--- src/rtl/rsa_host_ctrl.sv ---
// rsa_host_ctrl: host-side sequencer for the byte-wide RSA core.
// Streams 96 operand bytes (base, exponent, modulus) into the core, pulses
// start, waits for completion, then reads the 32 result bytes back out as a
// valid/ready stream with a last marker.
// Build option: define RSA_HOST_BIG_ENDIAN_EN to treat every 32-byte
// segment (and the result) as big-endian on the byte streams.
module rsa_host_ctrl #(
    parameter int LAT_W = 24
) (
    input  logic             clk,
    input  logic             reset,
    input  logic             in_valid,
    output logic             in_ready,
    input  logic [7:0]       in_data,
    output logic             out_valid,
    input  logic             out_ready,
    output logic [7:0]       out_data,
    output logic             out_last,
    output logic             busy,
    output logic [LAT_W-1:0] lat_cycles,
    output logic             core_we,
    output logic             core_oe,
    output logic             core_start,
    output logic [1:0]       core_reg_sel,
    output logic [4:0]       core_addr,
    output logic [7:0]       core_wdata,
    input  logic [7:0]       core_rdata,
    input  logic             core_ready
);

    typedef enum logic [2:0] {
        LOAD, START, WAIT_LO, WAIT_DONE, RD_ADDR, RD_CAP, RD_OUT, RELEASE
    } state_t;

    state_t           state_reg, state_next;
    logic [6:0]       wr_cnt_reg, wr_cnt_next;
    logic [4:0]       rd_cnt_reg, rd_cnt_next;
    logic             out_valid_reg, out_valid_next;
    logic [7:0]       out_data_reg, out_data_next;
    logic [LAT_W-1:0] lat_cnt_reg, lat_cnt_next;
    logic [LAT_W-1:0] lat_cycles_reg, lat_cycles_next;
    logic [LAT_W-1:0] lat_inc;
    logic [4:0]       wr_addr;
    logic [4:0]       rd_addr;
    logic             in_hs;

`ifdef RSA_HOST_BIG_ENDIAN_EN
    // First stream byte of a segment is the most significant one.
    assign wr_addr = 5'd31 - wr_cnt_reg[4:0];
    assign rd_addr = 5'd31 - rd_cnt_reg;
`else
    assign wr_addr = wr_cnt_reg[4:0];
    assign rd_addr = rd_cnt_reg;
`endif

    // Segment index 0/1/2 maps onto register selects 01/10/11.
    assign core_reg_sel = wr_cnt_reg[6:5] + 2'd1;

    // Latency counter holds at all-ones instead of wrapping.
    assign lat_inc = (&lat_cnt_reg) ? lat_cnt_reg : lat_cnt_reg + LAT_W'(1);

    assign in_hs      = in_valid & in_ready;
    assign out_valid  = out_valid_reg;
    assign out_data   = out_data_reg;
    assign out_last   = out_valid_reg & (state_reg == RD_OUT) & (rd_cnt_reg == 5'd31);
    assign lat_cycles = lat_cycles_reg;
    assign busy       = (state_reg != LOAD);

    // State and datapath registers.
    always_ff @(posedge clk) begin
        if (reset) begin
            state_reg      <= LOAD;
            wr_cnt_reg     <= '0;
            rd_cnt_reg     <= '0;
            out_valid_reg  <= 1'b0;
            out_data_reg   <= '0;
            lat_cnt_reg    <= '0;
            lat_cycles_reg <= '0;
        end else begin
            state_reg      <= state_next;
            wr_cnt_reg     <= wr_cnt_next;
            rd_cnt_reg     <= rd_cnt_next;
            out_valid_reg  <= out_valid_next;
            out_data_reg   <= out_data_next;
            lat_cnt_reg    <= lat_cnt_next;
            lat_cycles_reg <= lat_cycles_next;
        end
    end

    // Next-state logic and core strobes.
    always_comb begin
        state_next      = state_reg;
        wr_cnt_next     = wr_cnt_reg;
        rd_cnt_next     = rd_cnt_reg;
        out_valid_next  = out_valid_reg;
        out_data_next   = out_data_reg;
        lat_cnt_next    = lat_cnt_reg;
        lat_cycles_next = lat_cycles_reg;
        in_ready        = 1'b0;
        core_we         = 1'b0;
        core_oe         = 1'b0;
        core_start      = 1'b0;
        core_addr       = 5'd0;
        core_wdata      = 8'h00;

        case (state_reg)
            LOAD: begin
                // A dropped core_ready blocks the handshake, so no write slips through.
                in_ready   = core_ready;
                core_we    = in_hs;
                core_wdata = in_hs ? in_data : 8'h00;
                core_addr  = wr_addr;
                if (in_hs) begin
                    if (wr_cnt_reg == 7'd95) begin
                        wr_cnt_next = '0;
                        state_next  = START;
                    end else begin
                        wr_cnt_next = wr_cnt_reg + 7'd1;
                    end
                end
            end
            START: begin
                // The START cycle itself counts, hence restarting at one.
                core_start   = 1'b1;
                lat_cnt_next = LAT_W'(1);
                state_next   = WAIT_LO;
            end
            WAIT_LO: begin
                lat_cnt_next = lat_inc;
                if (!core_ready) state_next = WAIT_DONE;
            end
            WAIT_DONE: begin
                lat_cnt_next = lat_inc;
                if (core_ready) begin
                    lat_cycles_next = lat_cnt_reg;
                    state_next      = RD_ADDR;
                end
            end
            RD_ADDR: begin
                core_oe    = 1'b1;
                core_addr  = rd_addr;
                state_next = RD_CAP;
            end
            RD_CAP: begin
                // Core output register now holds the byte addressed last cycle.
                core_oe        = 1'b1;
                core_addr      = rd_addr;
                out_data_next  = core_rdata;
                out_valid_next = 1'b1;
                state_next     = RD_OUT;
            end
            RD_OUT: begin
                core_oe   = 1'b1;
                core_addr = rd_addr;
                if (out_ready) begin
                    out_valid_next = 1'b0;
                    if (rd_cnt_reg == 5'd31) begin
                        state_next = RELEASE;
                    end else begin
                        rd_cnt_next = rd_cnt_reg + 5'd1;
                        state_next  = RD_ADDR;
                    end
                end
            end
            RELEASE: begin
                // Dropping oe for a cycle hands the core back to its write state.
                rd_cnt_next = '0;
                state_next  = LOAD;
            end
            default: state_next = LOAD;
        endcase
    end

endmodule

--- config.mk ---
export PLATFORM = sky130hd
export DESIGN_NAME = rsa_host_ctrl
export DESIGN_NICKNAME = d
export VERILOG_FILES = /design/src/rtl/rsa_host_ctrl.sv
export SDC_FILE = /design/constraint.sdc
export NUM_CORES = 1
export LEC_CHECK = 0
export CAP_MARGIN = 20
export CORE_MARGIN = 2
export CORE_UTILIZATION = 60
export DETAILED_ROUTE_END_ITERATION = 12
export DONT_BUFFER_PORTS = 1
export PLACE_DENSITY = 0.76
export SLEW_MARGIN = 30
export SYNTH_ARGS = -nofsm -noshare
export SYNTH_HDL_FRONTEND = slang
export SYNTH_SLANG_ARGS = --single-unit
export TNS_END_PERCENT = 100
--- constraint.sdc ---
create_clock -name clk -period 4.4 [get_ports clk]
set_input_delay 0.22 -clock clk [delete_from_list [all_inputs] [get_ports clk]]
set_output_delay 0.22 -clock clk [all_outputs]
set_load 0.02 [all_outputs]
======== Yosys cells after proc, flatten, opt, wreduce, memory -nomap -nowiden ========
Index checks and enable logic that the tools add are counted.
operators by class
  add/subtract/negate cells ............... 4
  equal/unequal tests ..................... 16
  multiplexer cells ....................... 22
  bitwise logic cells ..................... 3
  reduce and logical (&&, ||, !) cells .... 14
operators by type and width
  cell                   count
  $pmux 24 s2            1
  $add 24x1->24 const B  1
  $mux 24                1
  $pmux 3 s8             1
  $reduce_and 24->1      1
  $pmux 5 s2             2
  $mux 8                 2
  $mux 3                 5
  $ne 2x2->1 const B     7
  $eq 3x3->1 const B     4
  $mux 5                 2
  $reduce_and 2->1       4
  $add 7x1->7 const B    1
  $eq 7x7->1 const B     1
  $mux 7                 1
  $eq 3x2->1 const B     2
  $reduce_bool 2->1      3
  $add 5x1->5 const B    1
  $eq 5x5->1 const B     1
  $mux 1                 5
  $reduce_and 5->1       1
  $and 1x1->1            3
  $eq 3x1->1 const B     1
  $logic_not 3->1        1
  other kinds (7)        7
word-level totals
  bits in registers ....................... 72
  input port bits ......................... 21
  output and inout port bits .............. 54
  logic and storage cells ................. 66

======== Logic depth before layout (Yosys ltp) ========
Gate-level depths: netlist of the first run.
  depth in word-level cells ............... 5
  depth in mapped cells ................... 8
  mapped depth without buffers ............ 8

======== Least setup slack after synthesis of the first run ========
OpenSTA, ideal clock, no wires.
  path kind ............................... flip-flop to output port
  start ................................... reg state_reg[2]
  end ..................................... out core_addr[0]
  data arrival time ....................... 1598 ps
  data required time ...................... 4180 ps
  slack ................................... 2582 ps
  stages on the path, launching flop included .. 4
  path buffers ............................ 1
  path through ............................ dfxtp_1 -> clkbuf_1 -> a21boi_1 -> a22o_1
between the ends
  word-level cells in the longest chain between the ends .. 3
  elaborated cells between the ends (all ways) .. 6
  classes of those cells .................. eq/ne: 3; mux: 1; reduce/logical: 2
RTL lines
  element                    line  source
  start: declaration         35    state_t state_reg, state_next;
  start signal: assignment   80    state_reg <= state_next;
  $eq 3x3->1                 106   case (state_reg)
  $reduce_or 3->1 (no line)  --
  $pmux 5 s2 (*)             106
  end: declaration           25    output logic [4:0] core_addr,
Every way passes the cells marked *; elsewhere a longest branch is shown, timed or not.

======== Worst setup path after layout of the first run ========
  start ................................... reg state_reg[1]
  end ..................................... reg lat_cnt_reg[15]
between the ends
  word-level cells in the longest chain between the ends .. 4
  elaborated cells between the ends (all ways) .. 8
  classes of those cells .................. eq/ne: 4; mux: 1; reduce/logical: 3
RTL lines
  element                                                           line  source
  $eq 3x2->1                                                        106
  $reduce_or 2->1 (no line)                                         --
  $ne 2x2->1 (no line) / $reduce_bool 2->1 (equally long branches)  --
  $reduce_and 2->1 (no line)                                        --
  end signal: assignment                                            85    lat_cnt_reg <= lat_cnt_next;
  end: declaration                                                  40    logic [LAT_W-1:0] lat_cnt_reg, lat_cnt_next;
Several ways; a longest one is shown, not always the timed one.
A chain may end at the register's enable or synchronous reset.

==> metrics, run 1 <==
status=finished, final reports clean; All-Layer GR Usage=26.2%; Worst-Skew Late Latency=350 ps; core area=5440 sq um; number of synthesis warnings=0; Routed Antenna Nets=0; maxcap violations=0; Worst-path clk slew=90 ps; Reg2Reg Depth=4; VDD IR max=0.190 mV; CTS Hold Bufs=5; Max clock buf depth=2; CTS Buf Count=9; Fin Setup TNS=0 ps; routed wire length=7.86 mm; R2R Path Start=state_reg[1]; Sink Count=72; first-pass GRT wire length=12.7 mm; CP endpoint kind=flip-flop; Pwr Density=384 nW/um^2; synthesized flop and latch total=72; crit path kind=reg2reg; Vias=2,962; DRT iter0 DRCs=258; Residual DRC=0; final core utilization=66.9%; total global routing overflow=0; FF-to-FF setup slack=2000 ps; largest net degree at the start of global routing=63; Hold Path End=out_data[7]; post_cts resized=0; Primary FF master, synth=dfxtp_1; Initial Util=61.4%; TritonRoute pass-1 iters=4; syn avg cell area=7.95 sq um; total setup buffers inserted after CTS=0; CTS tree=done; hold depth=2; Mapped Nets=445; Worst Tran Pin Value=971 ps; Hold Path Class=in2reg; largest cells by area after synthesis=dfxtp_1 (43%), nand2_1 (10%), a21oi_1 (8.1%); vias in the first global route=2,779; die width=78.6 um; wire length per cell=16.2 um; post-synth top area cell=dfxtp_1; ANT cells=0; highest-count cells in the layout ignoring fill and taps=nand2_1 (89), dfxtp_1 (72), a21oi_1 (54), nor2_1 (25), nand4_1 (15); antenna violations before repair=0; detailed placement HPWL=4.99 mm; Die Ht=78.6 um; FP Rows=27; most common cell after layout, fill and taps aside=nand2_1; worst relative slew slack=34.9%; hold_sp=core_rdata[7]; FFs w/ async S/R, synth=0%; Fmax=417 MHz; H-tree depth reported by CTS=3; final net count=434; Synth top area share=43.2%; synthesized area=3340 sq um; Seq/Total Area, Yosys=43.2%; Max Slew Vio Count=0; cells after synthesis=420; reg2reg end=lat_cnt_reg[15]; PortBufs=0; die area=6180 sq um; Area Growth Syn to Fin=8.92%; Setup Skew=17.7 ps; Critical Path AT=2660 ps; number of enable flip-flop cells after synthesis=0; Pleak=1.22 nW; Fin. Hold Viols=0; Setup WS post-layout=2000 ps; Setup WS pre-CTS=2090 ps; Root Driver=clkbuf_8; Synth cell types=47; final setup vio count=0; Final min period=2400 ps; IO Count=75; RSZ-0062 raised after global routing=false; Fill cells=458; fraction of layout cells with a size suffix above 1=6.28%; Worst Path Required=4670 ps; gpl congestion=0.813; CP startpoint kind=flip-flop; vias per cell=6.09; critical path peak fanout=14; Final Cycle Share=54.4%
-- layer usage --
metal | up-vias | share of wire [%] | routed length, um | global-route usage [%]
met3 | 9 | 6.9 | 539 | 6.32
met5 | - | 0 | 0 | 0
met2 | 103 | 49 | 3890 | 43.8
met4 | 0 | 1.4 | 110 | 12.6
li1 | 1480 | - | - | -
met1 | 1370 | 42 | 3320 | 31.5
-- cells by family after synthesis --
group | share of synthesized area [%]
xor+xnor | 2.36
fa+ha+maj | 1.50
buf+inv | 4.42
compound gates | 19.6
flops | 43.2
simple gates | 28.3
mux | 0.637
-- report_power, final --
group | switching, mW | leakage [nW] | total (mW) | internal (mW)
combinational | 0.0833 | 0.519 | 0.114 | 0.0311
clock | 0.246 | 0.123 | 0.613 | 0.367
sequential | 0.0131 | 0.580 | 0.670 | 0.657
-- worst max-delay path by stage --
stage | from | endpoint | slack, ps | cells past startpoint
2_1_floorplan | state_reg[2] | core_addr[0] | 2580 | 3
3_3_place_gp | state_reg[2] | wr_cnt_reg[5] | 2050 | 5
3_5_place_dp | state_reg[1] | lat_cnt_reg[15] | 2090 | 4
4_1_cts | lat_cnt_reg[4] | lat_cnt_reg[23] | 2050 | 5
5_1_grt | lat_cnt_reg[0] | lat_cnt_reg[15] | 1810 | 6
6_report | state_reg[1] | lat_cnt_reg[15] | 2000 | 4
-- metrics by stage --
stage	hold WS (ps)	instance area [sq um]	power, mW	cells
5_1_grt	3.31	3640	1.44	486
3_5_place_dp	297	3320	0.783	465
6_report	14.8	3640	1.40	486
4_1_cts	1.42	3630	1.40	486
3_3_place_gp	297	3320	0.778	465
2_1_floorplan	356	3340	0.772	420
-- critical path, stage by stage, from the launching register on --
cell	delay, ps
dfxtp_1	570
nand2b_1	430
a31oi_2	750
or3b_1	400
a21oi_1	150
-- layout make-up --
type	count	area, sq um	share of cell area, %
clock inverters	4	73.8	2.03
multi-input cells	313	1770	48.5
well taps	72	90.1	2.48
repair buffers	6	75.1	2.06
flip-flops and latches	72	1440	39.6
clock buffers	12	165	4.54
inverters	7	26.3	0.722
-- cells in the mapped netlist, types with 9 or more instances --
cell type,n
nor2_1,25
a21oi_1,54
a31oi_1,9
nand2_1,89
dfxtp_1,72
nor3_1,9
buf_2,9
o21ai_0,12
clkbuf_1,15
and3_1,15
nand4_1,15
nand3_1,13
a311oi_1,9
Note: power is estimated with default switching activity, not from simulation.
==> run 2: changes to the inputs <==
- ABC_AREA: not set -> 1
- clock period: 4.4 -> 2.4 ns (I/O delays scaled with it)
==> run 2 against run 1 <==
  * First-iteration DRC count up 7.8%
  * Non-clock buffer count increased by 13
  * Area after synthesis up 11%
  * Largest cell class unchanged
  * Clock skew is 11 ps lower
  * Die area rose by 11%
  * Highest routed layer unchanged
==> metrics, run 2 <==
synthesized area=3710 sq um; TritonRoute pass-1 iters=5; Final min period=2220 ps; crit path kind=reg2out; VDD IR max=0.444 mV; syn avg cell area=6.59 sq um; fraction of layout cells with a size suffix above 1=8.70%; core area=5960 sq um; maxcap violations=0; total setup buffers inserted after CTS=0; number of enable flip-flop cells after synthesis=0; Vias=3,628; total global routing overflow=0; ANT cells=0; vias per cell=5.58; wire length per cell=14.2 um; die width=82.6 um; Setup WS post-layout=182 ps; worst relative slew slack=42.1%; vias in the first global route=3,238; number of synthesis warnings=0; Pwr Density=675 nW/um^2; critical path peak fanout=16; post-synth top area cell=dfxtp_1; synthesized flop and latch total=72; highest-count cells in the layout ignoring fill and taps=nand2_1 (130), nand3_1 (72), dfxtp_1 (72), inv_1 (64), a21oi_1 (61); Seq/Total Area, Yosys=38.8%; die area=6830 sq um; hold slack=70.2 ps; CP endpoint kind=output pin; Critical Path Start=state_reg[1]; CTS tree=done; Fin. Hold Viols=0; Max clock buf depth=2; Reg area=1440 sq um; Residual DRC=0; FF-to-FF setup slack=420 ps; Post-synth top cells=nand2_1 (130), dfxtp_1 (72), nand3_1 (72); Routed Antenna Nets=0; Hold Path Class=in2reg; hold depth=2; Root Driver=clkbuf_8; Synth cell types=34; Setup WS pre-CTS=464 ps; final setup vio count=0; gr busiest metal=met2; Fill cells=537; Worst-Skew Late Latency=350 ps; Reg2Reg Depth=11; most common cell after layout, fill and taps aside=nand2_1; Mapped Nets=588; Worst Path Required=2280 ps; Pleak=1.55 nW; total power=2.75 mW; Primary FF master, synth=dfxtp_1; FFs w/ async S/R, synth=0%; first-pass GRT wire length=15.0 mm; antenna violations before repair=0; detailed placement HPWL=5.89 mm; multi-input logic area=1910 sq um; Worst-path clk slew=80 ps; Max Slew Vio Count=0; met1 Usage GRT=37.0%; RSZ-0062 raised after global routing=true; Critical Path AT=2100 ps; Die Ht=82.6 um; hold_sp=reset; largest cells by area after synthesis=dfxtp_1 (39%), nand2_1 (13%), nand3_1 (9.7%); count leader, synth=nand2_1; R2R Path Start=lat_cnt_reg[0]; Setup Skew=7.17 ps; status=finished, final reports clean; gpl congestion=0.863; H-tree depth reported by CTS=3; grt met3 use=5.98%; met2 usage=47.0%; final core utilization=68.4%; Final Cycle Share=92.4%; routed wire length=9.20 mm; Hold Path End=rd_addr[4]; Area Growth Syn to Fin=9.78%; Initial Util=62.3%; PortBufs=0; final net count=595; CTS Buf Count=9; IO Count=75; reg2reg end=lat_cnt_reg[14]; CP startpoint kind=flip-flop; cells after synthesis=563; largest net degree at the start of global routing=43; Fmax=451 MHz; Worst Tran Pin Value=865 ps; FP Rows=28; DRT iter0 DRCs=278; Sink Count=72; All-Layer GR Usage=28.6%; Synth top area share=38.8%
[run 2: worst max-delay path: stages (launching register included)]
cell	delay [ps]
dfxtp_1	370
nor2_2	220
nand2_2	200
nor2_1	210
nand2_1	330
nor2_1	420
[run 2: repair_timing]
item	4_1_cts	5_1_grt
hold endpoints to repair	50	0
resized for setup	0	1
endpoints found under the setup margin	0	2
hold buffers	11	0
[run 2: how the worst max path moves through the flow]
stage	slack (ps)	cells past startpoint	end
after floorplan	520	7	core_wdata[0]
after global placement	560	10	lat_cnt_reg[9]
after detailed placement	460	10	lat_cnt_reg[10]
after CTS	200	5	core_wdata[4]
after global routing	-20	5	core_wdata[1]
final	180	5	core_wdata[0]
[run 2: area by class of cell]
| type | count | area share, % |
|---|---|---|
| clock buffer | 11 | 3.47 |
| clock inverter | 5 | 1.38 |
| inverter | 67 | 6.17 |
| sequential | 72 | 35.4 |
| tap | 75 | 2.30 |
| multi-input combinational | 401 | 46.9 |
| timing repair buffer | 19 | 4.42 |
[run 2: kinds of logic (layout without fill, tap and decap cells)]
family,after synthesis,in the layout,share of synthesized area (%)
and+or+nand+nor,305,305,36.8
buffers and inverters,90,102,9.78
AOI/OAI and AO/OA,89,89,12.5
DFF,72,72,38.8
adders and majority gates,4,4,1.35
xor gates and xnor gates,3,3,0.708
[run 2: where the power goes]
group          switching, mW  internal (mW)
logic                  0.336          0.140
registers             0.0719           1.24
clock network          0.451          0.507
[run 2: per-stage QoR]
| stage | area (sq um) | setup TNS, ps | std cells |
|---|---|---|---|
| after floorplan | 3710 | 0 | 563 |
| after global placement | 3750 | 0 | 623 |
| after detailed placement | 3750 | 0 | 623 |
| after CTS | 4070 | 0 | 650 |
| after global routing | 4070 | -56.9 | 650 |
| final | 4070 | 0 | 650 |
[run 2: routing by layer]
metal | up-vias | routed length (um)
li1 | 1835 | -
met1 | 1635 | 4190
met2 | 139 | 4250
met3 | 19 | 566
met4 | 0 | 199
met5 | - | 0
